## config.mk

```make
export PLATFORM = sky130hd
export DESIGN_NAME = pc_gen_unit
export DESIGN_NICKNAME = d
export VERILOG_FILES = /design/src/rtl/pc_gen_unit_pkg.sv /design/src/rtl/pc_gen_unit_ras_stack.sv /design/src/rtl/pc_gen_unit.sv
export SDC_FILE = /design/constraint.sdc
export NUM_CORES = 1
export LEC_CHECK = 0
export ABC_AREA = 1
export ABC_CLOCK_PERIOD_IN_PS = 8100
export CORE_AREA = 8 8 186 188
export CTS_CLUSTER_DIAMETER = 100
export DETAILED_ROUTE_END_ITERATION = 12
export DIE_AREA = 0 0 194 196
export PLACE_DENSITY = 0.69
export SLEW_MARGIN = 15
export SYNTH_ARGS = -nofsm -noshare
export SYNTH_HDL_FRONTEND = slang
export SYNTH_HIERARCHICAL = 1
export SYNTH_SLANG_ARGS = --single-unit
```

## constraint.sdc

```tcl
create_clock -name clk -period 8.1 [get_ports clk]
set_input_delay 2.43 -clock clk [delete_from_list [all_inputs] [get_ports clk]]
set_output_delay 2.43 -clock clk [all_outputs]
set_load 0.01 [all_outputs]
```

## src/rtl/pc_gen_unit_pkg.sv

```systemverilog
// Shared op codes, default addresses and offset helper for the PC generator.
package pc_gen_unit_pkg;

  localparam logic [2:0] NPC_SEQ = 3'b000;
  localparam logic [2:0] NPC_J   = 3'b001;
  localparam logic [2:0] NPC_BR  = 3'b010;
  localparam logic [2:0] NPC_JR  = 3'b011;
  localparam logic [2:0] NPC_RET = 3'b100;

  localparam logic [31:0] DEF_RESET_PC = 32'h0000_3000;
  localparam logic [31:0] DEF_EXC_VEC  = 32'h0000_4180;

  // Sign-extended word offset of a branch immediate.
  function automatic logic [31:0] br_offset(input logic [15:0] imm);
    return {{14{imm[15]}}, imm, 2'b00};
  endfunction

endpackage

```

## src/rtl/pc_gen_unit_ras_stack.sv

```systemverilog
// Circular return-address stack; a push when full overwrites the oldest entry.
module pc_gen_unit_ras_stack #(
  parameter int unsigned DEPTH = 4,
  parameter int unsigned W     = 32
) (
  input  logic         clk,
  input  logic         rst_n,
  input  logic         push_i,
  input  logic         pop_i,
  input  logic [W-1:0] din_i,
  output logic [W-1:0] top_o,
  output logic         valid_o
);

  localparam int unsigned PtrW = $clog2(DEPTH);
  localparam int unsigned CntW = $clog2(DEPTH + 1);

  logic [W-1:0]    mem_q [DEPTH];
  logic [PtrW-1:0] ptr_q;
  logic [PtrW-1:0] top_idx;
  logic [CntW-1:0] cnt_q;

  // ptr_q is the next free slot, so the top lives one below it.
  assign top_idx = ptr_q - PtrW'(1);
  assign top_o   = mem_q[top_idx];
  assign valid_o = (cnt_q != '0);

  // Buffer, pointer and occupancy update on push/pop.
  always_ff @(posedge clk or negedge rst_n) begin
    if (!rst_n) begin
      for (int i = 0; i < int'(DEPTH); i++) mem_q[i] <= '0;
      ptr_q <= '0;
      cnt_q <= '0;
    end else if (push_i) begin
      mem_q[ptr_q] <= din_i;
      ptr_q        <= ptr_q + PtrW'(1);
      if (cnt_q != CntW'(DEPTH)) cnt_q <= cnt_q + CntW'(1);
    end else if (pop_i && valid_o) begin
      ptr_q <= top_idx;
      cnt_q <= cnt_q - CntW'(1);
    end
  end

endmodule

```

## src/rtl/pc_gen_unit.sv

```systemverilog
// Architectural PC register with next-PC selection, exception entry/return and RAS prediction.
module pc_gen_unit
  import pc_gen_unit_pkg::*;
#(
  parameter logic [31:0] RESET_PC    = DEF_RESET_PC,
  parameter logic [31:0] EXC_VEC     = DEF_EXC_VEC,
  parameter int unsigned RAS_DEPTH   = 4,
  parameter bit          BR_BASE_PC4 = 1'b1
) (
  input  logic        clk,
  input  logic        rst_n,
  input  logic        en_i,
  input  logic        stall_i,
  input  logic [2:0]  npc_op_i,
  input  logic        link_i,
  input  logic [15:0] imm_16_i,
  input  logic [25:0] imm_26_i,
  input  logic [31:0] rs_val_i,
  input  logic        exc_req_i,
  input  logic        eret_i,
  output logic [31:0] pc_o,
  output logic [31:0] pc_add_4_o,
  output logic [31:0] epc_o,
  output logic [31:0] badvaddr_o,
  output logic [31:0] ras_pred_o,
  output logic        ras_valid_o,
  output logic        ras_mispred_o
);

  logic [31:0] pc_q, pc_d, epc_q, epc_d, bad_q, bad_d;
  logic        mispred_q, mispred_d;
  logic        upd, reg_target, misalign, push, pop;
  logic [31:0] br_base;

  assign upd        = exc_req_i | (en_i & ~stall_i);
  assign pc_add_4_o = pc_q + 32'd4;
  assign br_base    = BR_BASE_PC4 ? pc_add_4_o : pc_q;
  assign reg_target = (npc_op_i == NPC_JR) || (npc_op_i == NPC_RET);
  assign misalign   = reg_target && (rs_val_i[1:0] != 2'b00);

  // Next-PC priority: exception, eret, misaligned register target, then op.
  always_comb begin
    pc_d      = pc_q;
    epc_d     = epc_q;
    bad_d     = bad_q;
    push      = 1'b0;
    pop       = 1'b0;
    mispred_d = 1'b0;
    if (exc_req_i) begin
      pc_d  = EXC_VEC;
      epc_d = pc_q;
    end else if (upd) begin
      if (eret_i) begin
        pc_d = epc_q;
      end else if (misalign) begin
        pc_d  = EXC_VEC;
        epc_d = pc_q;
        bad_d = rs_val_i;
      end else begin
        case (npc_op_i)
          NPC_J: begin
            pc_d = {pc_q[31:28], imm_26_i, 2'b00};
            push = link_i;
          end
          NPC_BR: pc_d = br_base + br_offset(imm_16_i);
          NPC_JR: begin
            pc_d = rs_val_i;
            push = link_i;
          end
          NPC_RET: begin
            pc_d      = rs_val_i;
            pop       = 1'b1;
            mispred_d = !ras_valid_o || (rs_val_i != ras_pred_o);
          end
          default: pc_d = pc_add_4_o;
        endcase
      end
    end
  end

  // State registers; mispredict is rewritten every cycle so it only pulses.
  always_ff @(posedge clk or negedge rst_n) begin
    if (!rst_n) begin
      pc_q      <= RESET_PC;
      epc_q     <= '0;
      bad_q     <= '0;
      mispred_q <= 1'b0;
    end else begin
      pc_q      <= pc_d;
      epc_q     <= epc_d;
      bad_q     <= bad_d;
      mispred_q <= mispred_d;
    end
  end

  pc_gen_unit_ras_stack #(
    .DEPTH (RAS_DEPTH),
    .W     (32)
  ) u_ras (
    .clk     (clk),
    .rst_n   (rst_n),
    .push_i  (push),
    .pop_i   (pop),
    .din_i   (pc_add_4_o),
    .top_o   (ras_pred_o),
    .valid_o (ras_valid_o)
  );

  assign pc_o          = pc_q;
  assign epc_o         = epc_q;
  assign badvaddr_o    = bad_q;
  assign ras_mispred_o = mispred_q;

endmodule

```

==> impl_results.md <==
- Crit path time final: 6120 ps
- Clock tree root buffer cell: clkbuf_16
- Final GP Congestion: 1.01
- Synthesis-stage register bit count: 230
- Hold_buf cts: 0
- Tightest Pin Transition: 1270 ps
- Die Area: 38000 µm²
- Crit path from: u_ras/ptr_q[1]
- Worst slew margin: 14.4%
- Count leader, synth: nand2_1
- Initial antenna violation count: 1
- Area Overhead vs Synth: 25.7%
- Hold Crit Start: u_ras/mem_q[81]
- Fmax: 0.163 GHz
- Worst path slowest cell: ha_1
- Internal: 2.52 mW
- Antenna-violating nets left: 0
- CP required: 5670 ps
- Final hold violations: 0
- Mapped Cells: 1902
- Crit-path max FO: 25
- Max IR drop VDD: 160 µV
- Setup Fix Bufs, Post-CTS: 0
- Critical path, cell by cell: inv_1, ha_1, buf_4, inv_1, buf_4, o21ai_0, o22ai_1, clkdlybuf4s50_1
- Setup TNS Final: 0 ps
- I/O pin count: 246
- Clock Sinks: 230
- Die width: 194 µm
- Footprint of the multi-input gates: 7030 µm²
- GRT Residual Overflow: 0
- Arr. time, crit path: 3690 ps
- Reg clk slew, reported paths: 60 ps
- Post-synth ARST share: 100%
- Initial Util: 43.8%
- First-pass GRT wire length: 79.7 mm
- Leading area contributor after synthesis: dfrtp_1
- Register area: 5760 µm²
- Layout cell share with drive strength beyond 1: 5.07%
- Seq/Total Area, Yosys: 41.3%
- Synth area leaders: dfrtp_1 41%, nand2_1 15%, o21ai_0 9.4%
- Share of the core filled with cells: 55.0%
- Routed vias: 13.9k
- Cts repair resizes: 0
- CTS tree: done
- Max cap viols: 0
- Sequential power share: 33.1%
- Delay-heaviest family, CP: buffers and inverters
- Buffers & Inverters on Critical Path: 5
- Yosys warning count: 6
- Drt wl/cell: 20.4 µm
- Fill cells: 3082
- Syn_area_per_cell: 7.33 µm²
- Synth top cells by count: 562 x nand2_1, 262 x o21ai_0, 228 x dfrtp_1
- Port Buffers: 245
- H-tree levels: 1
- Min-Delay Path Class: register to register
- Outcome: completed
- CTS Buf Count: 27
- Gate power share: 34.0%
- Remaining DRCs: 0
- Cell variety after synth: 52
- Avg Vias per Cell: 5.47
- RSZ-0062 raised after global routing: no
- Clk_lat worst skew: 550 ps
- Top cell type's share of synthesized area: 40.9%
- Psw: 1.34 mW
- Worst Skew: 14.3 ps
- Critical path class: register to output pin
- Cell row count: 66
- Max-slew violations: 0
- Main synth FF type: dfrtp_1
- Lkg Pwr: 8.17 nW
- Sw Ratio: 34.7%
- Worst hold slack: 481 ps
- Endpoints failing setup: 0
- Largest net degree at the start of global routing: 127
- CP endpoint kind: output pin
- Vias in the first global route: 13.7k
- Mapped Nets: 2025
- Worst reg2reg startpoint: pc_o[2]
- Nets: 2235
- Placeable core region: 31900 µm²
- GRT Util Overall: 26.6%
- CP peak stage delay: 700 ps
- Number of flops mapped to enable cells by yosys: 0
- Max Root-Sink Buffers: 3
- Dpl hpwl: 39.1 mm
- Power share of the clock group: 32.8%
- Crit share post-route: 75.6%
- Crit start category: register
- Post-Route WL: 51.7 mm
- 1st-iter DRT viols: 1102
- Die height: 196 µm
- Drt first pass iters: 6
- Cell area after synthesis: 13900 µm²
- Power Dens Cells: 220 nW/µm²
==> metal layers <==
metal / up-vias / track usage [%] / share of wire [%]
li1: 6657 / - / -
met1: 6571 / 35.1 / 42
met2: 560 / 44.0 / 47
met3: 111 / 3.94 / 7.2
met4: 0 / 9.48 / 3.7
met5: - / 0 / 0
==> power groups by stage <==
stage	registers (mW)	logic [mW]	clock network, mW
detailed placement	1.30	1.30	0
CTS	1.28	1.31	1.29
floorplan	1.31	0.674	0
global route	1.29	1.43	1.33
global placement	1.30	1.29	0
finish	1.28	1.31	1.27
==> state kept, by name (all words and copies together), names as in the netlist <==
name and cells:
badvaddr_o 32, epc_o 32, pc_o 32, ras_mispred_o 1, u_ras/cnt_q 3, u_ras/mem_q 128
u_ras/ptr_q 2
==> area by class of cell <==
type | instances | area share, %
Antenna cell | 1 | 0.0143
Tap cell | 408 | 2.91
Clock inverter | 17 | 1.18
Timing Repair Buffer | 259 | 14.6
Clock buffer | 32 | 4.08
Sequential cell | 230 | 32.8
Inverter | 198 | 4.24
Multi-Input combinational cell | 1396 | 40.1
==> tightest hold or removal path, delay by kind of cell, from the launching register on <==
kind            cells  cell delay, ps
flops               1             340
compound gates      1              50
simple gates        1              50
==> placed cells by master, fill, tap and decap left out, types with 13 or more instances in the layout <==
cell type / instances
clkbuf_16: 27
o22ai_1: 34
o21ai_0: 262
o21ai_1: 20
dfrtp_1: 228
inv_1: 190
a21oi_1: 66
clkdlybuf4s50_1: 244
nor2_1: 179
nand2_1: 562
nand4_1: 14
mux2_4: 13
buf_4: 14
a221oi_1: 14
xor2_1: 24
nand3_1: 56
ha_1: 37
nor3_1: 22
==> cells by family (layout without fill, tap and decap cells) <==
| logic type | count (synthesis) | in the layout | share of synthesized area, % |
|---|---|---|---|
| AO/OA/AOI/OAI | 435 | 435 | 17.2 |
| XOR/XNOR | 36 | 36 | 2.26 |
| adder cells (fa/ha/maj) | 39 | 39 | 3.61 |
| buffers and inverters | 276 | 506 | 8.32 |
| flip-flops | 230 | 230 | 41.3 |
| multiplexers | 26 | 26 | 2.45 |
| other | 0 | 1 | 0 |
| AND/OR/NAND/NOR | 860 | 860 | 24.9 |
==> stage by stage <==
stage,std cells,cell area (µm²),setup slack (ps),power [mW]
2_1_floorplan,1902,13900,3750,1.99
3_3_place_gp,2491,16600,2070,2.59
3_5_place_dp,2491,16600,1850,2.60
4_1_cts,2540,17500,2030,3.88
5_1_grt,2541,17500,1890,4.05
6_report,2541,17500,1980,3.86
==> path summary, 6_finish.rpt <==
check                                   to  slack [ps]  depth (start not counted)
max                         ras_pred_o[17]        1980                          8
min                        u_ras/mem_q[81]         480                          2
max reg2reg                       pc_o[23]        3720                         23
min reg2reg                u_ras/mem_q[81]         480                          2
max in group asynchronous  u_ras/mem_q[83]        4490                          2
min in group asynchronous  u_ras/mem_q[70]        1990                          1
No activity file was read; power rests on OpenSTA's default activity.
